===== config.mk =====
export PLATFORM = sky130hd
export DESIGN_NAME = seq_alu
export DESIGN_NICKNAME = d
export VERILOG_FILES = /design/src/rtl/seq_alu.sv
export SDC_FILE = /design/constraint.sdc
export NUM_CORES = 1
export LEC_CHECK = 0
export CORE_AREA = 2 2 234 236
export DETAILED_ROUTE_END_ITERATION = 8
export DIE_AREA = 0 0 236 238
export GPL_ROUTABILITY_DRIVEN = 0
export PLACE_DENSITY = 0.75
export SYNTH_ARGS = -nofsm -noshare
export SYNTH_HDL_FRONTEND = slang
export SYNTH_SLANG_ARGS = --single-unit

===== constraint.sdc =====
create_clock -name clk -period 5.8 [get_ports clk]
set_input_delay 1.16 -clock clk [delete_from_list [all_inputs] [get_ports clk]]
set_output_delay 1.16 -clock clk [all_outputs]
set_load 0.01 [all_outputs]

===== src/rtl/seq_alu.sv =====
// Multi-cycle RV32I/M ALU: single-cycle base ops, iterative shift-add multiply
// and restoring divide, with a valid/ready handshake on both sides.
module seq_alu #(
   parameter int WIDTH = 32,
   parameter int SHW   = $clog2(WIDTH)
) (
   input  logic             clk,
   input  logic             reset,
   input  logic             in_valid,
   output logic             in_ready,
   input  logic [4:0]       op,
   input  logic [WIDTH-1:0] a,
   input  logic [WIDTH-1:0] b,
   output logic             out_valid,
   input  logic             out_ready,
   output logic [WIDTH-1:0] y,
   output logic             zero,
   output logic             illegal
);

   localparam logic [4:0] OP_ADD   = 5'b00000;
   localparam logic [4:0] OP_SUB   = 5'b00001;
   localparam logic [4:0] OP_AND   = 5'b00010;
   localparam logic [4:0] OP_OR    = 5'b00011;
   localparam logic [4:0] OP_XOR   = 5'b00100;
   localparam logic [4:0] OP_SLT   = 5'b00101;
   localparam logic [4:0] OP_SLL   = 5'b00110;
   localparam logic [4:0] OP_SRL   = 5'b00111;
   localparam logic [4:0] OP_SRA   = 5'b01000;
   localparam logic [4:0] OP_SLTU  = 5'b01001;
   localparam logic [4:0] OP_MUL   = 5'b10000;
   localparam logic [4:0] OP_MULH  = 5'b10001;
   localparam logic [4:0] OP_MULHU = 5'b10010;
   localparam logic [4:0] OP_DIV   = 5'b10011;
   localparam logic [4:0] OP_DIVU  = 5'b10100;
   localparam logic [4:0] OP_REM   = 5'b10101;
   localparam logic [4:0] OP_REMU  = 5'b10110;

   typedef enum logic [1:0] {IDLE, MUL, DIV, DONE} state_t;

   state_t state, state_nxt;

   logic             accept, is_mul, is_div, sgn, a_neg, b_neg, last;
   logic [WIDTH-1:0] mag_a, mag_b;
   logic [WIDTH-1:0] base_y;
   logic             base_ill;

   // iteration state: hi/lo is the product accumulator or remainder/dividend pair
   logic [SHW-1:0]   cnt;
   logic [WIDTH-1:0] hi, lo, opnd, a_q;
   logic [4:0]       op_q;
   logic             neg_q, neg_r, div0;

   logic [WIDTH:0]     msum, dsh;
   logic [WIDTH-1:0]   mhi_n, mlo_n, dhi_n, dlo_n, ddiff, q_s, r_s, mres, dres;
   logic [2*WIDTH-1:0] prod, prod_s;
   logic               dge, is_rem;

   assign in_ready  = (state == IDLE) && !reset;
   assign out_valid = (state == DONE) && !reset;
   assign accept    = in_valid && in_ready;
   assign zero      = (y == '0);
   assign last      = (cnt == SHW'(WIDTH-1));

   assign is_mul = (op == OP_MUL) || (op == OP_MULH) || (op == OP_MULHU);
   assign is_div = (op == OP_DIV) || (op == OP_DIVU) || (op == OP_REM) || (op == OP_REMU);
   assign sgn    = is_mul ? (op != OP_MULHU) : ((op == OP_DIV) || (op == OP_REM));
   assign a_neg  = sgn && a[WIDTH-1];
   assign b_neg  = sgn && b[WIDTH-1];
   assign mag_a  = a_neg ? -a : a;
   assign mag_b  = b_neg ? -b : b;

   always_comb begin
      base_y   = '0;
      base_ill = 1'b0;
      case (op)
         OP_ADD:  base_y = a + b;
         OP_SUB:  base_y = a - b;
         OP_AND:  base_y = a & b;
         OP_OR:   base_y = a | b;
         OP_XOR:  base_y = a ^ b;
         OP_SLT:  base_y = {{(WIDTH-1){1'b0}}, ($signed(a) < $signed(b))};
         OP_SLTU: base_y = {{(WIDTH-1){1'b0}}, (a < b)};
         OP_SLL:  base_y = a << b[SHW-1:0];
         OP_SRL:  base_y = a >> b[SHW-1:0];
         OP_SRA:  base_y = $signed(a) >>> b[SHW-1:0];
         default: base_ill = 1'b1;
      endcase
   end

   // one shift-add step: add multiplicand on lo[0], shift {hi,lo} right
   assign msum  = {1'b0, hi} + (lo[0] ? {1'b0, opnd} : '0);
   assign mhi_n = msum[WIDTH:1];
   assign mlo_n = {msum[0], lo[WIDTH-1:1]};
   assign prod   = {mhi_n, mlo_n};
   assign prod_s = neg_q ? -prod : prod;
   assign mres   = (op_q == OP_MUL) ? prod_s[WIDTH-1:0] : prod_s[2*WIDTH-1:WIDTH];

   // one restoring step; the partial remainder stays below the divisor so W bits suffice
   assign dsh    = {hi, lo[WIDTH-1]};
   assign dge    = dsh >= {1'b0, opnd};
   assign ddiff  = dsh[WIDTH-1:0] - opnd;
   assign dhi_n  = dge ? ddiff : dsh[WIDTH-1:0];
   assign dlo_n  = {lo[WIDTH-2:0], dge};
   assign q_s    = neg_q ? -dlo_n : dlo_n;
   assign r_s    = neg_r ? -dhi_n : dhi_n;
   assign is_rem = (op_q == OP_REM) || (op_q == OP_REMU);
   assign dres   = div0 ? (is_rem ? a_q : '1) : (is_rem ? r_s : q_s);

   always_ff @(posedge clk) begin
      if (reset) state <= IDLE;
      else       state <= state_nxt;
   end

   always_comb begin
      state_nxt = state;
      case (state)
         IDLE: if (accept) state_nxt = is_mul ? MUL : (is_div ? DIV : DONE);
         MUL:  if (last) state_nxt = DONE;
         DIV:  if (last) state_nxt = DONE;
         DONE: if (out_ready) state_nxt = IDLE;
         default: state_nxt = IDLE;
      endcase
   end

   always_ff @(posedge clk) begin
      if (reset) begin
         y       <= '0;
         illegal <= 1'b0;
         cnt     <= '0;
         hi      <= '0;
         lo      <= '0;
         opnd    <= '0;
         a_q     <= '0;
         op_q    <= '0;
         neg_q   <= 1'b0;
         neg_r   <= 1'b0;
         div0    <= 1'b0;
      end else begin
         case (state)
            IDLE: if (accept) begin
               op_q  <= op;
               a_q   <= a;
               cnt   <= '0;
               hi    <= '0;
               neg_q <= a_neg ^ b_neg;
               neg_r <= a_neg;
               div0  <= (b == '0);
               if (is_mul) begin
                  opnd <= mag_a;
                  lo   <= mag_b;
               end else if (is_div) begin
                  opnd <= mag_b;
                  lo   <= mag_a;
               end else begin
                  y       <= base_y;
                  illegal <= base_ill;
               end
            end
            MUL: begin
               hi  <= mhi_n;
               lo  <= mlo_n;
               cnt <= cnt + SHW'(1);
               if (last) begin
                  y       <= mres;
                  illegal <= 1'b0;
               end
            end
            DIV: begin
               hi  <= dhi_n;
               lo  <= dlo_n;
               cnt <= cnt + SHW'(1);
               if (last) begin
                  y       <= dres;
                  illegal <= 1'b0;
               end
            end
            default: ;
         endcase
      end
   end

endmodule


Word level (Yosys, flattened, before mapping)
Cells that the tools add are included.
{"block": "op_classes", "shift": 3, "bitwise": 4, "magnitude_cmp": 3, "reduce_logical": 30, "addsub": 10, "n_mux": 41, "eq_ne": 32}
{"operator": "$mux W32", "count": 21}
{"operator": "$pmux W32 S10", "count": 1}
{"operator": "$pmux W32 S3", "count": 3}
{"operator": "$neg A32 Y32", "count": 4}
{"operator": "$logic_not A32 Y1", "count": 2}
{"operator": "$lt A32 B32 Y1", "count": 2}
{"operator": "$mux W64", "count": 1}
{"operator": "$neg A64 Y64", "count": 1}
{"operator": "$sub A32 B32 Y32", "count": 2}
{"operator": "$eq A5 B5 Y1 const B", "count": 11}
{"operator": "$add A32 B32 Y33", "count": 1}
{"operator": "$ge A33 B32 Y1", "count": 1}
{"operator": "$add A32 B32 Y32", "count": 1}
{"operator": "$and A32 B32 Y32", "count": 1}
{"operator": "$or A32 B32 Y32", "count": 1}
{"operator": "$shl A32 B5 Y32", "count": 1}
{"operator": "$shr A32 B5 Y32", "count": 1}
{"operator": "$sshr A32 B5 Y32", "count": 1}
{"operator": "$xor A32 B32 Y32", "count": 1}
{"operator": "$eq A5 B3 Y1 const B", "count": 4}
{"operator": "$ne A2 B2 Y1 const B", "count": 6}
{"operator": "$eq A5 B2 Y1 const B", "count": 2}
{"operator": "$eq A5 B4 Y1 const B", "count": 2}
{"operator": "$pmux W5 S2", "count": 1}
{"operator": "26 further kinds", "count": 51}
{"block": "word_totals", "out_inout_bits": 36, "register_bits": 176}

Longest topological paths before layout
Gate-level depths: netlist of the first run.
{"block": "depth", "ltp_word": 10, "mapped_depth": 21, "mapped_depth_nobuf": 17}

Worst setup path before layout of the first run
OpenSTA, ideal clock, no wires.
{"block": "synth_path", "path_type": "input to register", "startpoint": "input port b[1]", "endpoint": "register y[27]", "path_slack_ns": 0.331, "setup_ns": 0.125, "stages": 17, "arrival_time_ns": 5.344, "path_cell_list": "clkbuf_1 -> clkbuf_1 -> clkbuf_1 -> inv_1 -> ha_1 -> nor2_1 -> o311a_1 -> o311ai_0 -> a21oi_1 -> a311oi_1 -> o21ai_0 -> a21oi_1 -> nor2_1 -> nor3b_1 -> a21oi_1 -> o21a_1 -> o41a_1"}
{"block": "synth_between", "elab_chain_cells": 6, "word_cells_on_any_way": 10, "cone_classes": "add/sub (2); shift (3); mux (5)"}
{"element": "from (decl)", "line": "13", "text": "input logic [WIDTH-1:0] b,"}
{"element": "$sub A32 B32 Y32, or another cell as far along", "line": "78", "text": "OP_SUB: base_y = a - b;"}
{"element": "$pmux W32 S10 (*)", "line": "76", "text": "case (op)"}
{"element": "$mux W32 (*)", "line": "152", "text": "end else if (is_div) begin"}
{"element": "$mux W32 (*)", "line": "149", "text": "if (is_mul) begin"}
{"element": "$mux W32 (*)", "line": "141", "text": "IDLE: if (accept) begin"}
{"element": "$pmux W32 S3 (*)", "line": "140", "text": "case (state)"}
{"element": "to (signal assigned)", "line": "156", "text": "y <= base_y;"}
{"element": "to (signal assigned)", "line": "165", "text": "y <= mres;"}
{"element": "to (signal assigned)", "line": "174", "text": "y <= dres;"}
{"element": "to (decl)", "line": "16", "text": "output logic [WIDTH-1:0] y,"}
Mark *: on every way between the ends. The rest lies on a longest branch, timed or not. The select of a mux whose other input is x is not followed.
A chain may end at the register's enable or synchronous reset.

Final worst setup path of the first run
{"block": "layout_path", "startpoint": "register hi[0]", "endpoint": "register y[29]"}
{"block": "layout_between", "elab_chain_cells": 8, "word_cells_on_any_way": 16, "cone_classes": "add/sub (5); order compare (1); mux (10)"}
{"element": "from (decl)", "line": "50", "text": "logic [WIDTH-1:0] hi, lo, opnd, a_q;"}
{"element": "from (signal assigned)", "line": "161", "text": "hi <= mhi_n;"}
{"element": "from (signal assigned)", "line": "170", "text": "hi <= dhi_n;"}
{"element": "$sub A32 B32 Y32 or $ge A33 B32 Y1 (tied branches)", "line": "102, 101"}
{"element": "$mux W32", "line": "103", "text": "assign dhi_n = dge ? ddiff : dsh[WIDTH-1:0];"}
{"element": "$neg A32 Y32", "line": "106", "text": "assign r_s = neg_r ? -dhi_n : dhi_n;"}
{"element": "$mux W32", "line": "106"}
{"element": "$mux W32 (2 in a row)", "line": "108", "text": "assign dres = div0 ? (is_rem ? a_q : '1) : (is_rem ? r_s : q_s);"}
{"element": "$mux W32", "line": "173", "text": "if (last) begin"}
{"element": "$pmux W32 S3 (*)", "line": "140"}
Marks and branches as above.

==> flow_metrics.tcl, run 1 <==
set metrics [dict create \
    crit_type "flip-flop to flip-flop" \
    cts_root_buf "clkbuf_16" \
    crit_required_ns 6.12 \
    run_status "completed" \
    cp_cell_sequence "ha_1 -> inv_1 -> fa_1 -> or4b_2 -> nor3_1 -> o21ai_1 -> a211oi_2 -> nand3_1 -> nor3_1 -> nand4_1 -> o41ai_1 -> xor2_1 -> a211oi_1 -> o21ai_0 -> a31oi_1" \
    grtUsageTotal_pct 38.3 \
    setup_viol 0 \
    area_growth_pct 8.14 \
    synthFlopType "dfxtp_1" \
    synth_area_leaders "dfxtp_1, ha_1, o21ai_0, nor2_1, a21oi_1" \
    synthMuxAreaShare_pct 7.67 \
    clock.fmax_mhz 176 \
    synth_edf_count 0 \
    max_cap_viol_count 0 \
    clkSinkCount 176 \
    syn_nets 4152 \
    path_clk_slew_ns 0.07 \
    cts_buffer_depth 2 \
    synth_commonest_cells "nor2_1, nand2_1, o21ai_0, a21oi_1, clkbuf_1" \
    postCtsSetupRepairBufs 0 \
    synth_seq_cells 176 \
    design.core.area_um2 53500 \
    ys_async_sr_fraction_pct 0 \
    dr.first_iter.drc_count 4844 \
    die_x_um 236 \
    start_util_pct 49.6 \
    crit_top_cell "nor3_1" \
    slew_headroom_pct 26.5 \
    tritoncts "built" \
    p_leak_uw 0.0110 \
    syn_area_per_cell_um2 6.80 \
    grt_pass1_wl_um 169000 \
    totalWireLength_um 113000 \
    critPathArrivalTime_ns 6.01 \
    synth_cells 3902 \
    ioPinCount 109 \
    slowest_delay_ns 0.63 \
    drc 0 \
    rows 85 \
    synth_most_common_cell "nor2_1" \
    ys_seq_area_share_pct 13.3 \
    grt_pass1_vias 28200 \
    synth_top_family_by_area "compound AO/OA/AOI/OAI gates" \
    synth_top_area_cell "dfxtp_1" \
    htreeDepth 4 \
    seq_area_um2 3520 \
    hold_violations 0 \
    synth_top_area_share_pct 13.3 \
    synthAdderAreaFrac_pct 8.46 \
    final_area_um2 28700 \
    synth_xor_area_share_pct 5.55 \
    fin_skew_ns 0.0144 \
    period_share_pct 98.2 \
    drv_slew 0 \
    syn_area_um2 26500 \
    vias 31800 \
    ys_types 105 \
    ant_nets 0 \
    ys_warn_count 0 \
    dpl_cell_area_um2 28100 \
    final_nets 4074 \
    worst_slew_pin_slew_ns 1.09 \
    worst_setup_path_end_kind "flip-flop" \
    ir_drop_mv 0.334 \
    synth-compound-area-share_pct 33.3 \
    fill_cells 5274 \
    antenna_found_initial 2 \
    dieArea_um2 56200 \
    layout_min_cycle_time_ns 5.70 \
    cp-start-kind "flip-flop" \
    setup_tns_ns 0 \
    clk-insertion-delay-late_ns 0.47 \
    synth-simple-area-share_pct 24.2 \
    die_h_um 238 \
    drive_gt1_share_pct 8.01 \
    grt_max_degree 83 \
    dr.pass1.iters 6 \
    power_density_nw_per_um2 323 \
    grt_setup_unrepaired "no" \
    hpwlAfterDp_um 86100 \
    port_buffers 108 \
    multiInputGateArea_um2 21100 \
    viasPerCell 7.03 \
    cts_made_buffers 17 \
    hold_path.class "flip-flop to flip-flop" \
    grt.overflow.total 0 \
    cpMaxStageDelayCell "or4b_2" \
    post_drt_wl_per_cell_um 24.8 \
    cp_max_fo 10 \
]
## cell type report
class / instances / share of cell area, %
inverter: 159 / 2.09
sequential: 176 / 12.3
antenna: 1 / 0.00873
clock buffer: 20 / 1.59
multi-input combinational: 3237 / 73.5
timing repair buffer: 233 / 7.00
tap: 696 / 3.04
clock inverter: 9 / 0.471
## path summary, 6_finish.rpt
| check | from | to | slack (ns) | cells after the start |
|---|---|---|---|---|
| setup / recovery | hi[0] | y[29] | 0.10 | 15 |
| hold / removal | opnd[10] | opnd[10] | 0.45 | 2 |
| setup reg to reg | hi[0] | y[29] | 0.10 | 15 |
| hold reg to reg | opnd[10] | opnd[10] | 0.45 | 2 |
## timing repair
action / 4_1_cts / 5_1_grt
setup endpoints to repair: 0 / 2
hold buffers: 0 / 0
resized for setup: 0 / 2
## metrics by stage
step | std cells | utilization (%) | total power (uW) | hold slack [ns] | setup slack, ns
after floorplan | 3902 | - | 5760 | 0.432 | 0.331
after global placement | 4501 | 52.5 | 7620 | 0.438 | 0.363
after detailed placement | 4501 | 52.5 | 7670 | 0.446 | 0.246
after CTS | 4530 | 53.6 | 8900 | 0.454 | 0.319
after global routing | 4530 | 53.6 | 9630 | 0.471 | 0.0278
final | 4531 | 53.6 | 9260 | 0.453 | 0.105
## logic make-up after synthesis
family                   count (synthesis)
flip-flops                             176
multiplexers                           139
AO/OA/AOI/OAI                         1355
AND/OR/NAND/NOR                       1398
buffers and inverters                  489
XOR/XNOR                               168
adder cells (fa/ha/maj)                177
## power by group
part | leakage (uW) | total [uW] | internal, uW | switching (uW)
clock network | 0.000280 | 1240 | 695 | 543
registers | 0.00144 | 1960 | 1470 | 487
logic | 0.00930 | 6070 | 2060 | 4000
total | 0.0110 | 9260 | 4230 | 5030
## placed cells by master, fill, tap and decap left out, types with 47 or more instances in the layout
| cell type | count |
|---|---|
| a211oi_1 | 77 |
| a21oi_1 | 318 |
| a22oi_1 | 56 |
| a31oi_1 | 74 |
| buf_4 | 126 |
| clkdlybuf4s50_1 | 102 |
| dfxtp_1 | 175 |
| ha_1 | 171 |
| inv_1 | 151 |
| mux2i_1 | 76 |
| mux4_2 | 50 |
| nand2_1 | 418 |
| nand3_1 | 145 |
| nor2_1 | 438 |
| nor3_1 | 91 |
| o211ai_1 | 48 |
| o21ai_0 | 350 |
| xnor2_1 | 121 |
| xor2_1 | 47 |
## flip-flops by register name, summed over array words and instances, names as in the netlist
name     cells
opnd        32
neg_r        1
lo          32
y           32
state        2
cnt          5
a_q         32
neg_q        1
illegal      1
hi          32
div0         1
op_q         5
## critical path, delay by kind of cell, from the launching register on
family / cells / cell delay [ns]
AND/OR/NAND/NOR: 5 / 2.00
AO/OA/AOI/OAI: 6 / 1.84
adder cells (fa/ha/maj): 2 / 0.84
flip-flops: 1 / 0.59
XOR/XNOR: 1 / 0.21
buffers and inverters: 1 / 0.06
## metal layers
metal	part of all wire, %	GRT usage, %	vias up
met3	14	9.15	625
met1	36	47.4	14500
met2	41	58.0	2502
li1	-	-	14200
met5	0	0	-
met4	9.0	28.5	0
No activity file was read; power rests on OpenSTA's default activity.
==> run 2, diff against run 1 <==
--- a/config.mk
+++ b/config.mk
@@ -5,6 +5,7 @@
 export SDC_FILE = /design/constraint.sdc
 export NUM_CORES = 1
 export LEC_CHECK = 0
+export CAP_MARGIN = 20
 export CORE_AREA = 2 2 234 236
 export DETAILED_ROUTE_END_ITERATION = 8
 export DIE_AREA = 0 0 236 238
==> run 2 against run 1 <==
Largest cell class unchanged. Final area barely moved. First-iteration DRC count down 0.85%. Combinational power about the same. Clock skew shrank 0.00073 ns. Critical path depth unchanged. Power fell by 0.14%. Via count decreased by 0.29%.
==> flow_metrics.tcl, run 2 (synthesis results as in run 1) <==
set metrics [dict create \
    cts_made_buffers 17 \
    critPathArrivalTime_ns 5.96 \
    start_util_pct 49.6 \
    antenna_found_initial 2 \
    wl_met1_um 40200 \
    holdBufCountCts 0 \
    ioPinCount 109 \
    cp-start-kind "flip-flop" \
    grt_setup_unrepaired "no" \
    cts_buffer_depth 2 \
    highest-signal-layer "met4" \
    period_share_pct 97.2 \
    ir_drop_mv 0.333 \
    viasPerCell 7.01 \
    cp_cell_sequence "ha_1 -> inv_1 -> fa_1 -> or4b_2 -> nor3_1 -> o21ai_1 -> a211oi_2 -> nand3_1 -> nor3_1 -> nand4_1 -> o41ai_1 -> xor2_1 -> a211oi_1 -> o21ai_0 -> a31oi_1" \
    mostFrequentLayoutCell "nor2_1" \
    cp_max_fo 10 \
    fin_skew_ns 0.0136 \
    tritoncts "built" \
    grt_pass1_vias 28200 \
    setup_tns_ns 0 \
    postCtsSetupRepairBufs 0 \
    port_buffers 108 \
    path_clk_slew_ns 0.07 \
    hold_path.class "flip-flop to flip-flop" \
    slew_headroom_pct 24.6 \
    crit_top_cell "nor3_1" \
    die_x_um 236 \
    area_growth_pct 8.16 \
    dr.pass1.iters 9 \
    post_drt_wl_per_cell_um 24.8 \
    timing.final.ws_setup_ns 0.162 \
    crit_type "flip-flop to flip-flop" \
    fin_util_pct 53.6 \
    clkSinkCount 176 \
    fill_cells 5273 \
    cts_root_buf "clkbuf_16" \
    worst_hold_slack_ns 0.452 \
    grtUsageTotal_pct 38.3 \
    setup_viol 0 \
    hold_violations 0 \
    crit_required_ns 6.12 \
    max_cap_viol_count 0 \
    min_to "opnd[10]" \
    grt.overflow.total 0 \
    clk-insertion-delay-late_ns 0.47 \
    wl_met3_um 15600 \
    wl_met2_um 46800 \
    dieArea_um2 56200 \
    htreeDepth 4 \
    multiInputGateArea_um2 21100 \
    drv_slew 0 \
    seq_area_um2 3520 \
    power_density_nw_per_um2 322 \
    rows 85 \
    hold_path_depth 2 \
    layout_min_cycle_time_ns 5.64 \
    r2r_slack_ns 0.16 \
    clock.fmax_mhz 177 \
    totalWireLength_um 113000 \
    p_leak_uw 0.0110 \
    dpl_cell_area_um2 28100 \
    design.core.area_um2 53500 \
    r2r_end "y[29]" \
    grt_max_degree 83 \
    vias 31800 \
    regToRegStartpoint "hi[0]" \
    critPathTopFamily "simple AND/OR/NAND/NOR gates" \
    worst_setup_path_end_kind "flip-flop" \
    pre_cts_slack_ns 0.246 \
    worstRegToRegCells 15 \
    final_nets 4075 \
    dr.first_iter.drc_count 4803 \
    hpwlAfterDp_um 86100 \
    layout_common_cells "nor2_1, nand2_1, o21ai_0" \
    drc 0 \
    run_status "completed" \
    die_h_um 238 \
    critPathBufInv 1 \
    worst_slew_pin_slew_ns 1.12 \
    grt_pass1_wl_um 169000 \
    final_area_um2 28700 \
    drive_gt1_share_pct 8.03 \
    hp-start "opnd[10]" \
    ant_nets 0 \
    slowest_delay_ns 0.63 \
    cpMaxStageDelayCell "or4b_2" \
]
## run 2: changes by cell type in the layout (fill, tap and decap cells not counted), sizes merged
cell,change
clkbuf,+1
## run 2: how the worst max path moves through the flow
stage,from,end,slack [ns],cells after the start
2_1_floorplan,b[1],y[27],0.33,17
3_3_place_gp,a[0],y[30],0.36,16
3_5_place_dp,a[0],y[30],0.25,16
4_1_cts,lo[0],y[30],0.32,16
5_1_grt,lo[0],y[30],0.03,17
6_report,hi[0],y[29],0.16,15
## run 2: metrics by stage
step / total power, uW / std cells
floorplan: 5760 / 3902
global placement: 7620 / 4501
detailed placement: 7670 / 4501
CTS: 8900 / 4530
global route: 9630 / 4531
finish: 9250 / 4532
## run 2: routing by layer
metal  vias up  track usage, %
met4         0            28.5
met3       587            9.15
met1     14400            47.4
met2      2513            58.0
met5         -               0
li1      14200               -
## run 2: repair_timing
action | in CTS | in global routing
resized for setup | 0 | 1
endpoints found under the setup margin | 0 | 2
hold endpoints to repair | 0 | 0
## run 2: final cells by class
class	count	share of cell area [%]
clock buffer	20	1.59
clock inverter	9	0.471
antenna	1	0.00872
multi-input combinational	3237	73.5
timing repair buffer	234	7.01
tap	696	3.04
inverter	159	2.09
sequential	176	12.3
## run 2: report_power, final
group | switching (uW) | leakage, uW | internal, uW | total (uW)
clock network | 540 | 0.000280 | 694 | 1230
logic | 4000 | 0.00931 | 2060 | 6060
registers | 484 | 0.00144 | 1470 | 1950
## run 2: worst min-delay path, cell delays in order, from the launching register on
cell	delay, ns
dfxtp_1	0.31
nand2_1	0.05
a21oi_1	0.05
